### src/rtl/apb_sram_pkg.sv
// apb_sram_pkg -- shared types and constants for apb_sram_ctrl.
//   state_e   : 2-bit FSM state encoding of the APB-to-SRAM bridge
//   STRB_BITS : number of byte lanes in a 32-bit APB word
package apb_sram_pkg;

    localparam int STRB_BITS = 4;

    typedef enum logic [1:0] {
        IDLE   = 2'b00,
        W_ACC  = 2'b01,
        R_ADDR = 2'b10,
        R_DATA = 2'b11
    } state_e;

endpackage

### src/rtl/apb_sram_ctrl.sv
// apb_sram_ctrl -- APB slave bridging to a single-port, byte-write SRAM
// with one cycle of read latency.  Writes finish with no wait state,
// reads with exactly one.
//
// Optional feature: define APB_SRAM_PSLVERR_EN to flag addresses outside
// the memory with pslverr (and suppress the memory access).  Without it,
// upper address bits are ignored and addresses alias.
//
// Ports
//   clk, rstn          : clock (rising edge), synchronous active-low reset
//   psel, penable,
//   pwrite, paddr,
//   pwdata, pstrb      : APB request (paddr is a byte address)
//   pready, prdata,
//   pslverr            : APB response
//   mem_en, mem_we,
//   mem_wbe, mem_addr,
//   mem_din            : SRAM request (word address, byte write enables)
//   mem_dout           : SRAM read data, valid the cycle after a read enable
module apb_sram_ctrl
    import apb_sram_pkg::*;
#(
    parameter int ADDR_BITS   = 7,
    parameter int ADDR_AMOUNT = 128,
    parameter int DATA_BITS   = 32
) (
    input  logic                 clk,
    input  logic                 rstn,
    input  logic                 psel,
    input  logic                 penable,
    input  logic                 pwrite,
    input  logic [31:0]          paddr,
    input  logic [DATA_BITS-1:0] pwdata,
    input  logic [STRB_BITS-1:0] pstrb,
    output logic                 pready,
    output logic [DATA_BITS-1:0] prdata,
    output logic                 pslverr,
    output logic                 mem_en,
    output logic                 mem_we,
    output logic [STRB_BITS-1:0] mem_wbe,
    output logic [ADDR_BITS-1:0] mem_addr,
    output logic [DATA_BITS-1:0] mem_din,
    input  logic [DATA_BITS-1:0] mem_dout
);

    state_e                 state_q, state_d;
    logic [ADDR_BITS-1:0]   mem_addr_q, mem_addr_d;
    logic [DATA_BITS-1:0]   mem_din_q, mem_din_d;
    logic [STRB_BITS-1:0]   mem_wbe_q, mem_wbe_d;
    logic                   setup;
    logic                   xfer_err;
    logic                   unused_paddr;

`ifdef APB_SRAM_PSLVERR_EN
    logic err_q, err_d;
    logic range_err;

    // Out of range if any byte-address bit above the memory is set, or the
    // word index reaches past the populated depth.
    assign range_err = (paddr[31:ADDR_BITS+2] != '0) ||
                       (32'(paddr[ADDR_BITS+1:2]) >= 32'(ADDR_AMOUNT));
    assign xfer_err     = err_q;
    assign unused_paddr = ^paddr[1:0];
`else
    assign xfer_err     = 1'b0;
    // Byte offset and upper bits play no part: accesses are word-aligned
    // and upper addresses alias onto the memory.
    assign unused_paddr = ^{paddr[31:ADDR_BITS+2], paddr[1:0]};
`endif

    assign setup = (state_q == IDLE) && psel && !penable;

    always_comb begin
        state_d    = state_q;
        mem_addr_d = mem_addr_q;
        mem_din_d  = mem_din_q;
        mem_wbe_d  = mem_wbe_q;
`ifdef APB_SRAM_PSLVERR_EN
        err_d      = err_q;
`endif
        case (state_q)
            IDLE: begin
                if (setup) begin
                    mem_addr_d = paddr[ADDR_BITS+1:2];
                    mem_din_d  = pwdata;
                    mem_wbe_d  = pwrite ? pstrb : '0;
`ifdef APB_SRAM_PSLVERR_EN
                    err_d      = range_err;
`endif
                    state_d    = pwrite ? W_ACC : R_ADDR;
                end
            end
            // Write completes this cycle; an abort also lands in IDLE.
            W_ACC:   state_d = IDLE;
            // Dropping psel during the address cycle abandons the read
            // before any pready is produced.
            R_ADDR:  state_d = psel ? R_DATA : IDLE;
            R_DATA:  state_d = IDLE;
            default: state_d = IDLE;
        endcase
    end

    always_ff @(posedge clk) begin
        if (!rstn) begin
            state_q    <= IDLE;
            mem_addr_q <= '0;
            mem_din_q  <= '0;
            mem_wbe_q  <= '0;
`ifdef APB_SRAM_PSLVERR_EN
            err_q      <= 1'b0;
`endif
        end else begin
            state_q    <= state_d;
            mem_addr_q <= mem_addr_d;
            mem_din_q  <= mem_din_d;
            mem_wbe_q  <= mem_wbe_d;
`ifdef APB_SRAM_PSLVERR_EN
            err_q      <= err_d;
`endif
        end
    end

    // Handshake and memory strobes come from registered state only, so no
    // APB input reaches pready/mem_en/mem_we combinationally.
    assign pready   = (state_q == W_ACC) || (state_q == R_DATA);
    assign mem_en   = ((state_q == W_ACC) || (state_q == R_ADDR)) && !xfer_err;
    assign mem_we   = (state_q == W_ACC) && !xfer_err;
    assign mem_addr = mem_addr_q;
    assign mem_din  = mem_din_q;
    assign mem_wbe  = mem_wbe_q;
    assign prdata   = ((state_q == R_DATA) && !xfer_err) ? mem_dout : '0;
    assign pslverr  = pready && xfer_err;

endmodule

### config.mk
export PLATFORM = sky130hd
export DESIGN_NAME = apb_sram_ctrl
export DESIGN_NICKNAME = d
export VERILOG_FILES = /design/src/rtl/apb_sram_pkg.sv /design/src/rtl/apb_sram_ctrl.sv
export SDC_FILE = /design/constraint.sdc
export NUM_CORES = 1
export LEC_CHECK = 0
export ABC_AREA = 1
export CORE_MARGIN = 4
export CORE_UTILIZATION = 30
export DETAILED_ROUTE_END_ITERATION = 6
export HOLD_SLACK_MARGIN = 0.02
export PLACE_DENSITY = 0.8
export SYNTH_ARGS = -nofsm -noshare
export SYNTH_HDL_FRONTEND = slang
export SYNTH_SLANG_ARGS = --single-unit
### constraint.sdc
create_clock -name clk -period 1.8 [get_ports clk]
set_input_delay 0.36 -clock clk [delete_from_list [all_inputs] [get_ports clk]]
set_output_delay 0.36 -clock clk [all_outputs]
set_load 0.01 [all_outputs]
# [Word level (Yosys, flattened, before mapping)]
# Index checks and enable logic that the tools add are counted.
[totals] mem_bits_rw=0 output_inout_bits=79 in_bits=105 mem_count=0 latchBits=0 reg_bits=45 rom_bits=0 elab_cells=22
[op_classes] addsub=0 n_div=0 mul=0 eq_ne=4 magnitude_cmp=0 n_shift=0 reduce_logical=8 muxes=6 bitwise=0
[ops] operator="$mux W32" count=1
[ops] operator="$mux W2" count=3
[ops] operator="$pmux W2 S3" count=1
[ops] operator="$eq A2 B2 Y1 const B" count=2
[ops] operator="$mux W4" count=1
[ops] operator="$eq A2 B1 Y1 const B" count=1
[ops] operator="$logic_and A1 B1 Y1" count=2
[ops] operator="$logic_not A2 Y1" count=1
[ops] operator="$logic_or A1 B1 Y1" count=2
[ops] operator="$ne A2 B2 Y1 const B" count=1
[ops] operator="$reduce_and A2 Y1" count=1
[ops] operator="$reduce_or A2 Y1" count=1
[ops] operator="$logic_not A1 Y1" count=1

# [Longest topological paths before layout]
# Gate-level depths: netlist of run 1.
[logic_depth] word_depth=5 depth_mapped=8 depth_no_buf=7

# [Worst setup path before layout of run 1]
# Ideal clock, no wire load.
[synth_path] path_type="register to output" startpoint="register state_q[0]" endpoint="output prdata[10]" n_path_buf=2 slack_ps=341 arrival_ps=1099 required_time_ps=1440 stages_incl_launch_ff=6 cell_sequence="dfxtp_1 ha_1 clkbuf_1 clkbuf_1 nand2_1 inv_1"
[synth_between] elab_chain_cells=2
[synth_lines] item="from (decl)" line="apb_sram_ctrl.sv:46" source="state_e state_q, state_d;"
[synth_lines] item="from (signal assigned)" line="apb_sram_ctrl.sv:113" source="state_q <= state_d;"
[synth_lines] item="$eq A2 B2 Y1" line="apb_sram_ctrl.sv:131" source="assign prdata = ((state_q == R_DATA) && !xfer_err) ? mem_dout : '0;"
[synth_lines] item="$mux W32" line="apb_sram_ctrl.sv:131"
[synth_lines] item="to (decl)" line="apb_sram_ctrl.sv:36" source="output logic [DATA_BITS-1:0] prdata,"
# Every way passes these cells.

# [Worst setup path in the final report of run 1]
[layout_path] startpoint="register state_q[0]" endpoint="output prdata[12]"
# Same word-level chain as after synthesis.

==> results of run 1 <==
## kinds of logic after synthesis
kind of cell | after synthesis
AOI/OAI and AO/OA | 44
adders and majority gates | 4
buffers and inverters | 57
DFF | 45
other | 1
and+or+nand+nor | 133
## power by group through the flow
stage	logic, mW	clock network (mW)	registers [mW]
global placement	0.613	0	1.13
floorplan	0.195	0	1.17
finish	0.618	0.735	1.11
detailed placement	0.622	0	1.14
global route	0.680	0.801	1.12
CTS	0.621	0.757	1.12
## flip-flops by register name, indices dropped and copies added, names as in the netlist
| signal | cells |
|---|---|
| mem_addr | 7 |
| mem_din | 32 |
| mem_wbe | 4 |
| state_q | 2 |
## Yosys cell counts (all sizes together)
cell and number:
inv 39, clkbuf 9, or2 1, nor2 79, nand4 1, nand3 9
conb 1, ha 4, a21oi 5, dfxtp 45, o21ai 39, buf 9
nand2 43
## how the worst min path moves through the flow
stage | startpoint | to | cells after the start
CTS | mem_wbe[2]$_SDFFE_PN0P_ | mem_wbe[2]$_SDFFE_PN0P_ | 2
global route | mem_wbe[1]$_SDFFE_PN0P_ | mem_wbe[1]$_SDFFE_PN0P_ | 2
global placement | mem_wbe[3]$_SDFFE_PN0P_ | mem_wbe[3]$_SDFFE_PN0P_ | 2
floorplan | mem_wbe[0]$_SDFFE_PN0P_ | mem_wbe[0]$_SDFFE_PN0P_ | 2
detailed placement | mem_wbe[2]$_SDFFE_PN0P_ | mem_wbe[2]$_SDFFE_PN0P_ | 2
finish | mem_wbe[2]$_SDFFE_PN0P_ | mem_wbe[2]$_SDFFE_PN0P_ | 2
## critical path: cells and delay by family, from the launching register on
kind	cells	cell delay, ps
simple gates	1	60
buf+inv	3	450
flops	1	370
fa+ha+maj	1	180
## metal layers
| layer | routed length, µm | up-vias | track usage | part of all wire |
|---|---|---|---|---|
| met5 | 0 | - | 0 | 0 |
| met4 | 96 | 0 | 0.0508 | 0.015 |
| met3 | 962 | 8 | 0.0680 | 0.15 |
| met2 | 3160 | 117 | 0.299 | 0.49 |
| met1 | 2250 | 962 | 0.156 | 0.35 |
| li1 | - | 1171 | - | - |
## area by class of cell
cell class	instances	area, µm²
timing repair buffer	170	1690
clock buffer	5	68.8
multi-input combinational	182	817
tap	77	96.3
clock inverter	2	35.0
fill	565	2550
sequential	45	908
inverter	39	146
## layout by cell type (no fill, tap or decap), types with 7 or more instances in the layout
cell type        Yosys  routed
clkdlybuf4s15_2      0      12
dlygate4sd2_1        0       7
nand2_1             43      43
clkdlybuf4s50_1      0     122
nand3_1              8       8
buf_4                5       9
nor2_1              78      78
inv_1               38      38
dfxtp_1             45      43
clkdlybuf4s15_1      0      10
o21ai_0             34      34
## repair_timing
| item | CTS | global route |
|---|---|---|
| resized for setup | 75 | 18 |
| endpoints found under the setup margin | 34 | 47 |
| pin swaps | 1 | 2 |
| hold buffers | 0 | 0 |
| gates cloned | 1 | 0 |
| buffers inserted | 0 | 1 |
## through the flow
stage          instances  hold WS, ps  TNS (ps)  setup slack, ps
5_1_grt              520          500         0            0.250
6_report             520          469         0             80.6
3_5_place_dp         511          457      -392            -42.2
3_3_place_gp         511          452      -216            -41.1
4_1_cts              519          470         0            0.310
2_1_floorplan        284          488         0              341
==> out/qor.csv, run 1 <==
metric;value;unit
cp-end-kind;output port;
cts_tree;done;
hp-class;reg2reg;
synth_top_area_frac;0.463;
synth_cells;284;
cts_sinks;45;
r2r_cells;8;
p_per_area;655;nW/µm²
worst-path-max-fanout;16;
cts-root-buf;clkbuf_8;
worst-setup-path-type;reg2out;
leakage;1.79;nW
rr_endpoint;mem_din[29]$_SDFFE_PN0P_;
maxSlewViolCount;0;
via_per_inst;4.34;
period_share;0.955;
ys_ff_latch;45;
synthSimpleGateAreaFrac;0.271;
syn_avg_cell_area;6.85;µm²
yosysWarnings;0;
p_sw;0.616;mW
start_util;0.308;
die-area;7840;µm²
dpl.hpwl;5170;µm
grtUsageTotal;0.159;
layout-drive-gt1-share;0.102;
synth_xor_area_frac;0;
cp_cell_sequence;ha_4, buf_12, nand2_1, inv_1, dlygate4sd2_1;
ios;184;
first_pass_iters;4;
synth_area_leaders;dfxtp_1, nor2_1, o21ai_0;
grt_max_degree;24;
grt_pass1_wl;9800;µm
share_comb_of_total_power;0.251;
post-route-util;0.596;
power;2.47;mW
crit_end;prdata[12];
synth_top_family_by_area;simple AND/OR/NAND/NOR gates;
antenna_left;0;
clock_latency;290;ps
muxShareOfSynthArea;0;
cts_buffers;5;
setup_violations;0;
worst_path_largest_cell_delay;370;ps
synth_seq_area_share;0.463;
place_area;3610;µm²
fin_skew;13.1;ps
min_period;1720;ps
finalWirelength;6470;µm
h-tree-depth;2;
power_frac_clock;0.298;
via_count;2258;
hold_viol;0;
drv_cap;0;
area_growth;93.5;%
r2r_start;state_q[0]$_SDFFE_PN0P_;
synth-compound-area-share;0.113;
fin_area;3760;µm²
sw_frac_of_total;0.250;
power.internal;1.85;mW
critPathArrivalTime;1360;ps
grt.overflow.total;0;
die_w;88.5;µm
grt_pass1_vias;2100;
cp-start-kind;register;
critPathLaunch;state_q[0]$_SDFFE_PN0P_;
cp_slowest_cell;dfxtp_4;
portBuffers;157;
peakVddDrop;0.485;mV
p_seq_frac;0.451;
die_height;88.5;µm
reg2reg_slack;200;ps
rsz0062_at_grt;no;
routabilityCongestion;0.750;
core-area;6310;µm²
syn-num-nets;393;
outcome;completed;
yosys.cell_types.count;20;
crit_required;1440;ps
clock.fmax;582;MHz
rows;29;
antenna_found_initial;0;
synth_top_cell_by_area;dfxtp_1;
nets;552;
cts_buffer_depth;2;
drt-wirelength-per-cell;12.4;µm
drc_errors;0;
netlist_area;1950;µm²
clkTransAtPathRegs;90;ps
synth_adder_area_share;0.0257;
diodes;0;
drt_iter0_drc;46;
No activity file was read; power rests on OpenSTA's default activity.
==> run 2, diff against run 1 <==
Settings changed: CTS_CLUSTER_DIAMETER set to 100.
==> results of run 2 <==
Final layout, timing and power as in run 1 (identical DEF).
==> variant, RTL diff (flow settings as in run 2) <==
Build with the macro `APB_SRAM_PSLVERR_EN` defined.
--- a/src/rtl/apb_sram_ctrl.sv
+++ b/src/rtl/apb_sram_ctrl.sv
@@ -18,4 +18,6 @@
 //   mem_din            : SRAM request (word address, byte write enables)
 //   mem_dout           : SRAM read data, valid the cycle after a read enable
+`define APB_SRAM_PSLVERR_EN
+
 module apb_sram_ctrl
     import apb_sram_pkg::*;
Check against the original RTL: not equivalent (a bounded check fails within 4 cycles, from zero or initial values and one cycle with rstn low).
==> variant against run 2 <==
Total power is 10% higher. Sequential cell count rose by 1. Critical path type unchanged. Via count is 11% higher. Worst setup slack got worse by 19 ps. Largest power group unchanged. Critical path depth unchanged. Final area up 8.6%. Count of clock-buffer cells in the layout rose by 1. Wire length rose by 19%. Synthesized area up 9.6%.
==> variant: results (changes against run 2) <==
.. list-table::
   :header-rows: 1

   * - Metric
     - Value
   * - Proportion of layout cells with a drive suffix above 1
     - 13.10% (+2.9 points)
   * - Weighted congestion at the end of routability-driven global placement
     - 0.9286 (+24%)
   * - Post-Route Skew
     - 2.298 ps (-10.82 ps)
   * - Min Clock Period, post-route
     - 1738 ps (+18.77 ps)
   * - Worst hold slack across all endpoints
     - 469.8 ps (+1.153 ps)
   * - GRT met3 Usage
     - 4.143% (-2.7 points)
   * - Critical R2R Capture
     - mem_din[7]
   * - Synth Area per Inst
     - 6.812 um2 (-0.57%)
   * - Top cells by instance count after synthesis
     - 126 x sky130_fd_sc_hd__nor2_1, 47 x sky130_fd_sc_hd__inv_1, 46 x sky130_fd_sc_hd__dfxtp_1, 34 x sky130_fd_sc_hd__o21ai_1, 15 x sky130_fd_sc_hd__nand2_1
   * - Quantity of I/O buffers inserted on ports
     - 181 (+15%)
   * - Total track usage
     - 17.70% (+1.8 points)
   * - Post-detailed-routing wire length
     - 7721 um (+19%)
   * - GR Util met2
     - 32.93% (+3.0 points)
   * - 1st-iter DRT viols
     - 61 (+33%)
   * - Result of the run
     - finished, final reports clean
   * - Via count of the routed design
     - 2497 (+11%)
   * - First-pass GRT wire length
     - 12170 um (+24%)
   * - Worst reg-to-reg path cell count
     - 7 (-1)
   * - Worst min-delay path endpoint
     - mem_wbe[3]
   * - FF-to-FF setup slack
     - 320 ps (+120 ps)
   * - Critical path endpoint
     - prdata[8]
   * - Met2 wire length
     - 4038 um (+28%)
   * - Net count after synthesis
     - 422 (+7.4%)
   * - Maximum number of pins on one net before global-route repair
     - 39 (+63%)
   * - Final std cells w/o fill
     - 592 (+14%)
   * - Lkg Pwr
     - 1.832 nW (+2.6%)
   * - Length of routed wiring on met1
     - 3116 um (+39%)
   * - Hold path startpoint
     - mem_wbe[3]
   * - Placed Instances
     - 584 (+14%)
   * - Number of distinct standard cells referenced by the synthesized netlist
     - 22 (+10%)
   * - Worst Path Max Fanout
     - 18 (+2)
   * - Post-Place Setup Slack
     - -142.7 ps (-100.4 ps)
==> variant: cell type report <==
| type | count | area, um2 |
|---|---|---|
| Timing Repair Buffer | 191 | 1794 |
| Clock buffer | 6 | 82.58 |
| Fill cell | 668 | 2741 |
| Tap cell | 96 | 120.1 |
| Clock inverter | 2 | 60.06 |
| Inverter | 48 | 182.7 |
| Multi-Input combinational cell | 203 | 924.6 |
| Sequential cell | 46 | 925.9 |
==> variant: cells by family after synthesis <==
kind of cell / after synthesis / share of synthesized area, %
simple gates: 152 / 27.82
buf+inv: 64 / 14.96
fa+ha+maj: 4 / 2.348
compound gates: 47 / 11.68
flops: 46 / 43.19
==> variant: where the power goes <==
part | total [mW] | switching (mW) | internal, mW
sequential | 1.13 | 0.0390 | 1.09
combinational | 0.653 | 0.253 | 0.400
clock | 0.931 | 0.339 | 0.592
total | 2.71 | 0.631 | 2.08
==> variant: timing repair <==
item,in CTS,in global routing
hold buffers,0,0
gates resized for setup,109,23
endpoints found under the setup margin,36,27
